--- src/rtl/approx_mult_pipe.sv ---
// approx_mult_pipe: pipelined NxN unsigned multiplier with per-beat exact / carry-free-low-columns mode
module approx_mult_pipe #(
  parameter int WIDTH       = 8,
  parameter int APPROX_COLS = 4,
  parameter int LATENCY     = 2,
  parameter int CNT_W       = 16
) (
  input  logic               clk,
  input  logic               rst,
  input  logic               in_valid,
  output logic               in_ready,
  input  logic [WIDTH-1:0]   in_a,
  input  logic [WIDTH-1:0]   in_b,
  input  logic               in_mode,
  output logic               out_valid,
  input  logic               out_ready,
  output logic [2*WIDTH-1:0] out_prod,
  output logic               out_mode,
  output logic [CNT_W-1:0]   approx_cnt,
  input  logic               approx_cnt_clr
);
  localparam int PW = 2 * WIDTH;
  logic          w_stall, w_acc;
  logic [PW-1:0] w_hi, w_lo, w_prod;
  logic          r_v [LATENCY];
  logic [PW-1:0] r_p [LATENCY];
  logic          r_m [LATENCY];
  logic [CNT_W-1:0] r_cnt;
  // low columns collapse to an OR of their partial products; upper columns add normally
  always_comb begin
    w_hi = '0;
    w_lo = '0;
    for (int i = 0; i < WIDTH; i++)
      for (int j = 0; j < WIDTH; j++)
        if (i + j < APPROX_COLS) w_lo = w_lo | (PW'(in_a[i] & in_b[j]) << (i + j));
        else w_hi = w_hi + (PW'(in_a[i] & in_b[j]) << (i + j));
    w_prod = in_mode ? (w_hi | w_lo) : PW'(in_a) * PW'(in_b);
  end
  assign w_stall  = r_v[LATENCY-1] & ~out_ready;
  assign in_ready = ~w_stall & ~rst;
  assign w_acc    = in_valid & in_ready;
  // data registers load only behind a valid beat so the output holds between results
  always_ff @(posedge clk) begin
    if (rst) begin
      for (int k = 0; k < LATENCY; k++) begin
        r_v[k] <= 1'b0;
        r_p[k] <= '0;
        r_m[k] <= 1'b0;
      end
    end else if (!w_stall) begin
      r_v[0] <= w_acc;
      if (w_acc) begin
        r_p[0] <= w_prod;
        r_m[0] <= in_mode;
      end
      for (int k = 1; k < LATENCY; k++) begin
        r_v[k] <= r_v[k-1];
        if (r_v[k-1]) begin
          r_p[k] <= r_p[k-1];
          r_m[k] <= r_m[k-1];
        end
      end
    end
  end
  always_ff @(posedge clk)
    r_cnt <= (rst | approx_cnt_clr) ? '0 :
             (w_acc & in_mode & ~&r_cnt) ? r_cnt + 1'b1 : r_cnt;
  assign out_valid  = r_v[LATENCY-1];
  assign out_prod   = r_p[LATENCY-1];
  assign out_mode   = r_m[LATENCY-1];
  assign approx_cnt = r_cnt;
endmodule

--- config.mk ---
export PLATFORM = sky130hd
export DESIGN_NAME = approx_mult_pipe
export DESIGN_NICKNAME = d
export VERILOG_FILES = /design/src/rtl/approx_mult_pipe.sv
export SDC_FILE = /design/constraint.sdc
export NUM_CORES = 1
export LEC_CHECK = 0
export CORE_ASPECT_RATIO = 2
export CORE_MARGIN = 1.5
export CORE_UTILIZATION = 42
export DETAILED_ROUTE_END_ITERATION = 7
export HOLD_SLACK_MARGIN = 0.15
export PLACE_DENSITY_LB_ADDON = 0.08
export SYNTH_ARGS = -nofsm -noshare
export SYNTH_HDL_FRONTEND = slang
export SYNTH_SLANG_ARGS = --single-unit
--- constraint.sdc ---
create_clock -name clk -period 6.5 [get_ports clk]
set_input_delay 0.975 -clock clk [delete_from_list [all_inputs] [get_ports clk]]
set_output_delay 0.975 -clock clk [all_outputs]
set_load 0.005 [all_outputs]
==> results summary <==
TritonCTS built the clock tree. The net switching fraction of the power came out at 40.35%. The proportion of layout cells with a drive suffix above 1 came out at 3.002%. The via count of the first global-routing pass was 4353. The kind of launch point of the worst setup path is a primary input. Subtracting the final worst setup slack from the clock period gives 5.828 ns.

The height of the chip is 167.9 um. The hold violation total from the final report came out at 0. In this run the critical register-to-register path is launched from r_v[0][0]. In this design, the stage delay of the slowest critical-path cell is 0.63 ns. The critical path goes through clkdlybuf4s50_1 -> nand2_1 -> inv_1 -> fa_1 -> inv_1 -> fa_1 -> inv_1 -> fa_1 -> inv_1 -> fa_1 -> inv_1 -> ha_1 -> a21o_1 -> a311o_1 -> a21oi_2 -> a2bb2oi_2 -> a2111oi_0 -> a211o_1.

The number of optimization iterations in the first detailed-route pass is 6. Setup repair after global routing left no endpoint under its margin. For this run the aggregate overflow at the end of global routing stands at 0. The number of hold buffers added after CTS was 0. The share of power burned in registers is 25.0%. Summed over all instances, the cell type with the most area after synthesis is fa_1. The number of gates resized after CTS came out at 0. The capturing point of the worst reg2reg path is r_p[0][13]. The start point of the critical path is in_a[4].

Global routing consumed, over all layers together, 18.15% of the routing resources. The checks that failed: design-rule violations. The total area inside the core boundary comes to 13360 um2. Among all stages on the critical path, the largest delay is contributed by clkdlybuf4s50_1.

The maximum number of pins on one net before global-route repair came out at 31. The maximum achievable frequency came out at 0.1716 GHz. The routed wire length came out at 12320 um. At the later pin of the worst-skew pair, clock insertion delay measures 0.29 ns. The wire length per cell is 15.64 um.

The combinational share of power is 58.5%. Across the run, the number of max-cap violations was 0. The count of flip-flops with a built-in enable after synthesis came out at 36.

The internal power summed over all cells is 0.9742 mW. The part of the power in the clock network came out at 16.6%. The cell count after synthesis is 593. The highest ir drop seen on vdd is 0.0001078 V. The critical path buffer and inverter count came out at 6. The number of antenna diodes in the final layout is 0. The detailed router's first-iteration violation count came out at 114. The cell occurring most often along the worst timing path is inv_1. For the pin with the worst max-slew slack, the measured transition is 1.151 ns. The critical path runs through a total of 18 cells. The path type of the worst setup path is in2reg. The setup TNS came out at 0 ns. The share of the synthesized area in the top cell type is 22.80%. The number of cells in the finished layout apart from fillers came out at 788. The number of clock sinks came out at 52.

Compared with the post-synthesis result, the final layout area differs by 13.22%. The flow ran to the end, but the final reports show violations. The number of register bits inferred by synthesis came out at 52.

Once the clock tree was built, the setup fixing pass inserted 0 buffers. In the finished design, the share of the clock period the worst path needs comes to 89.67%. The starting utilization of the core area came out at 42.72%. The critical path ends at r_p[0][13]. The sequential fraction of the synthesis area came out at 24.55%. The final-layout worst hold slack came out at 0.5218 ns. The width of the die is 85.44 um.

For the worst setup path, the data required time is 6.55 ns. Yosys printed 0 warnings. Sorting the synthesized cells by area gives the leading types as fa_1 (23%), edfxtp_1 (19%), ha_1 (13%). Synthesis produced a netlist with a net count of 741. The static power due to leakage is 3.079 nW. The number of buffers inserted during clock tree synthesis is 5.

The vias after detailed routing came out at 3998. The number of pins with negative max-slew slack in the final report is 0. Buffers placed on the I/O ports in this run total 56.

The clock passes through at most 2 buffers. The number of rows in the core area came out at 60. The global-route wire length before repair came out at 20380 um.

After synthesis, the most frequently instantiated cells are inv_1 (118), fa_1 (65), ha_1 (61). The synthesized netlist occupies a cell area of 5708 um2. The post-detailed-route DRC marker count is 6. The final layout net count is 780. The per-cell via count in the routed design is 5.074.

The clock-pin slew reported for the worst setup and hold paths after clock tree synthesis came out at 0.07 ns. The logic depth of the worst register-to-register path is 3. For this design the ratio of total power to cell area is 252.7 nW/um2. The flip-flop cell with the highest count after synthesis is edfxtp_1. The setup slack of the most critical reg-to-reg path is 4.45 ns.

In this design, the largest share of critical-path delay is due to adder cells. On the final layout, the worst clock skew is 0.002115 ns. The number of antenna violations at the first check in global routing is 0. The remaining antenna violation count came out at 0.

The count of endpoints failing setup in the final report is 0. inv_1 is the most common cell in the netlist. The biggest fanout along the worst timing path came out at 8. Data arrives at the worst endpoint at 5.88 ns. The headroom to the max-slew limit is 22.72%. Including well taps, the total number of placed cells is 780. 57 I/O pins were placed. The cell at the root of the clock tree is clkbuf_16. The average instance in the mapped netlist occupies 9.626 um2. STA classifies the critical path endpoint as a register.

The final RePlAce weighted congestion came out at 0.8559. The class of the most critical hold timing path is reg2reg. The number of levels in the clock H-tree came out at 2. The sum of net half-perimeters after detailed placement is 10700 um.

The net switching power figure is 0.6591 mW. The async set or reset register ratio after synthesis is 0%. The count of distinct cell types in the synthesized netlist is 48. The total die area is 14340 um2.
==> stage by stage <==
step	utilization (%)	instance area [um2]	setup WS [ns]	power, mW
after global placement	47.24	6312	0.3943	1.377
after global routing	48.36	6462	0.4248	1.805
final	48.36	6462	0.6717	1.633
after detailed placement	47.24	6312	0.3521	1.382
after floorplan	-	5708	1.309	1.152
after CTS	48.36	6462	0.6568	1.659
==> cells in the final DEF, fill, tap and decap left out, drive strengths merged, types with 6 or more instances in the layout <==
master / count
o21ai: 6
and3: 9
nand2: 42
nand3: 13
a21oi: 17
xnor2: 18
ha: 61
fa: 65
dfxtp: 16
inv: 118
nor2: 42
clkbuf: 7
xor2: 14
nand4: 6
and2: 59
clkdlybuf4s50: 56
edfxtp: 36
==> power by group through the flow <==
stage	combinational (mW)	sequential [mW]	clock, mW
6_report	0.955	0.408	0.271
3_3_place_gp	0.962	0.415	0
4_1_cts	0.975	0.409	0.275
5_1_grt	1.10	0.412	0.290
3_5_place_dp	0.966	0.416	0
2_1_floorplan	0.741	0.412	0
==> registers in the layout, indices dropped and copies added, names as in the netlist <==
name	count
approx_cnt	16
r_m	2
r_p	32
r_v	2
==> worst min-delay path by stage <==
stage / cells past startpoint / from / slack, ns / end
global placement: 1 / r_p[0][4] / 0.50 / r_p[0][20]
detailed placement: 1 / r_p[0][7] / 0.51 / r_p[0][23]
global route: 1 / r_p[0][4] / 0.55 / r_p[0][20]
finish: 1 / r_p[0][7] / 0.52 / r_p[0][23]
floorplan: 1 / r_m[0][0] / 0.50 / r_m[0][1]
CTS: 1 / r_p[0][7] / 0.52 / r_p[0][23]
==> kinds of logic after synthesis <==
kind of cell,Yosys count,share of synthesized area (%)
multiplexers,4,0.7015
buffers and inverters,142,10.39
AND/OR/NAND/NOR,189,17.10
flip-flops,52,24.55
XOR/XNOR,32,4.910
adder cells (fa/ha/maj),126,36.17
AO/OA/AOI/OAI,48,6.182
==> layout make-up <==
cell class | count | area (um2)
well taps | 155 | 193.9
flip-flops and latches | 52 | 1401
clock inverters | 1 | 7.507
inverters | 118 | 442.9
multi-input cells | 399 | 3714
repair buffers | 56 | 560.5
fillers | 1307 | 6900
clock buffers | 7 | 142.6
==> per-layer routing <==
layer | routed length (um) | track usage (%) | share of wire [%] | vias to the layer above
met1 | 4099 | 16.95 | 33 | 1939
met2 | 7405 | 37.21 | 60 | 75
met5 | 0 | 0 | 0 | -
li1 | - | - | - | 1955
met4 | 582 | 9.397 | 4.7 | 0
met3 | 233 | 1.275 | 1.9 | 29
Power figures use the tool's default switching activity.
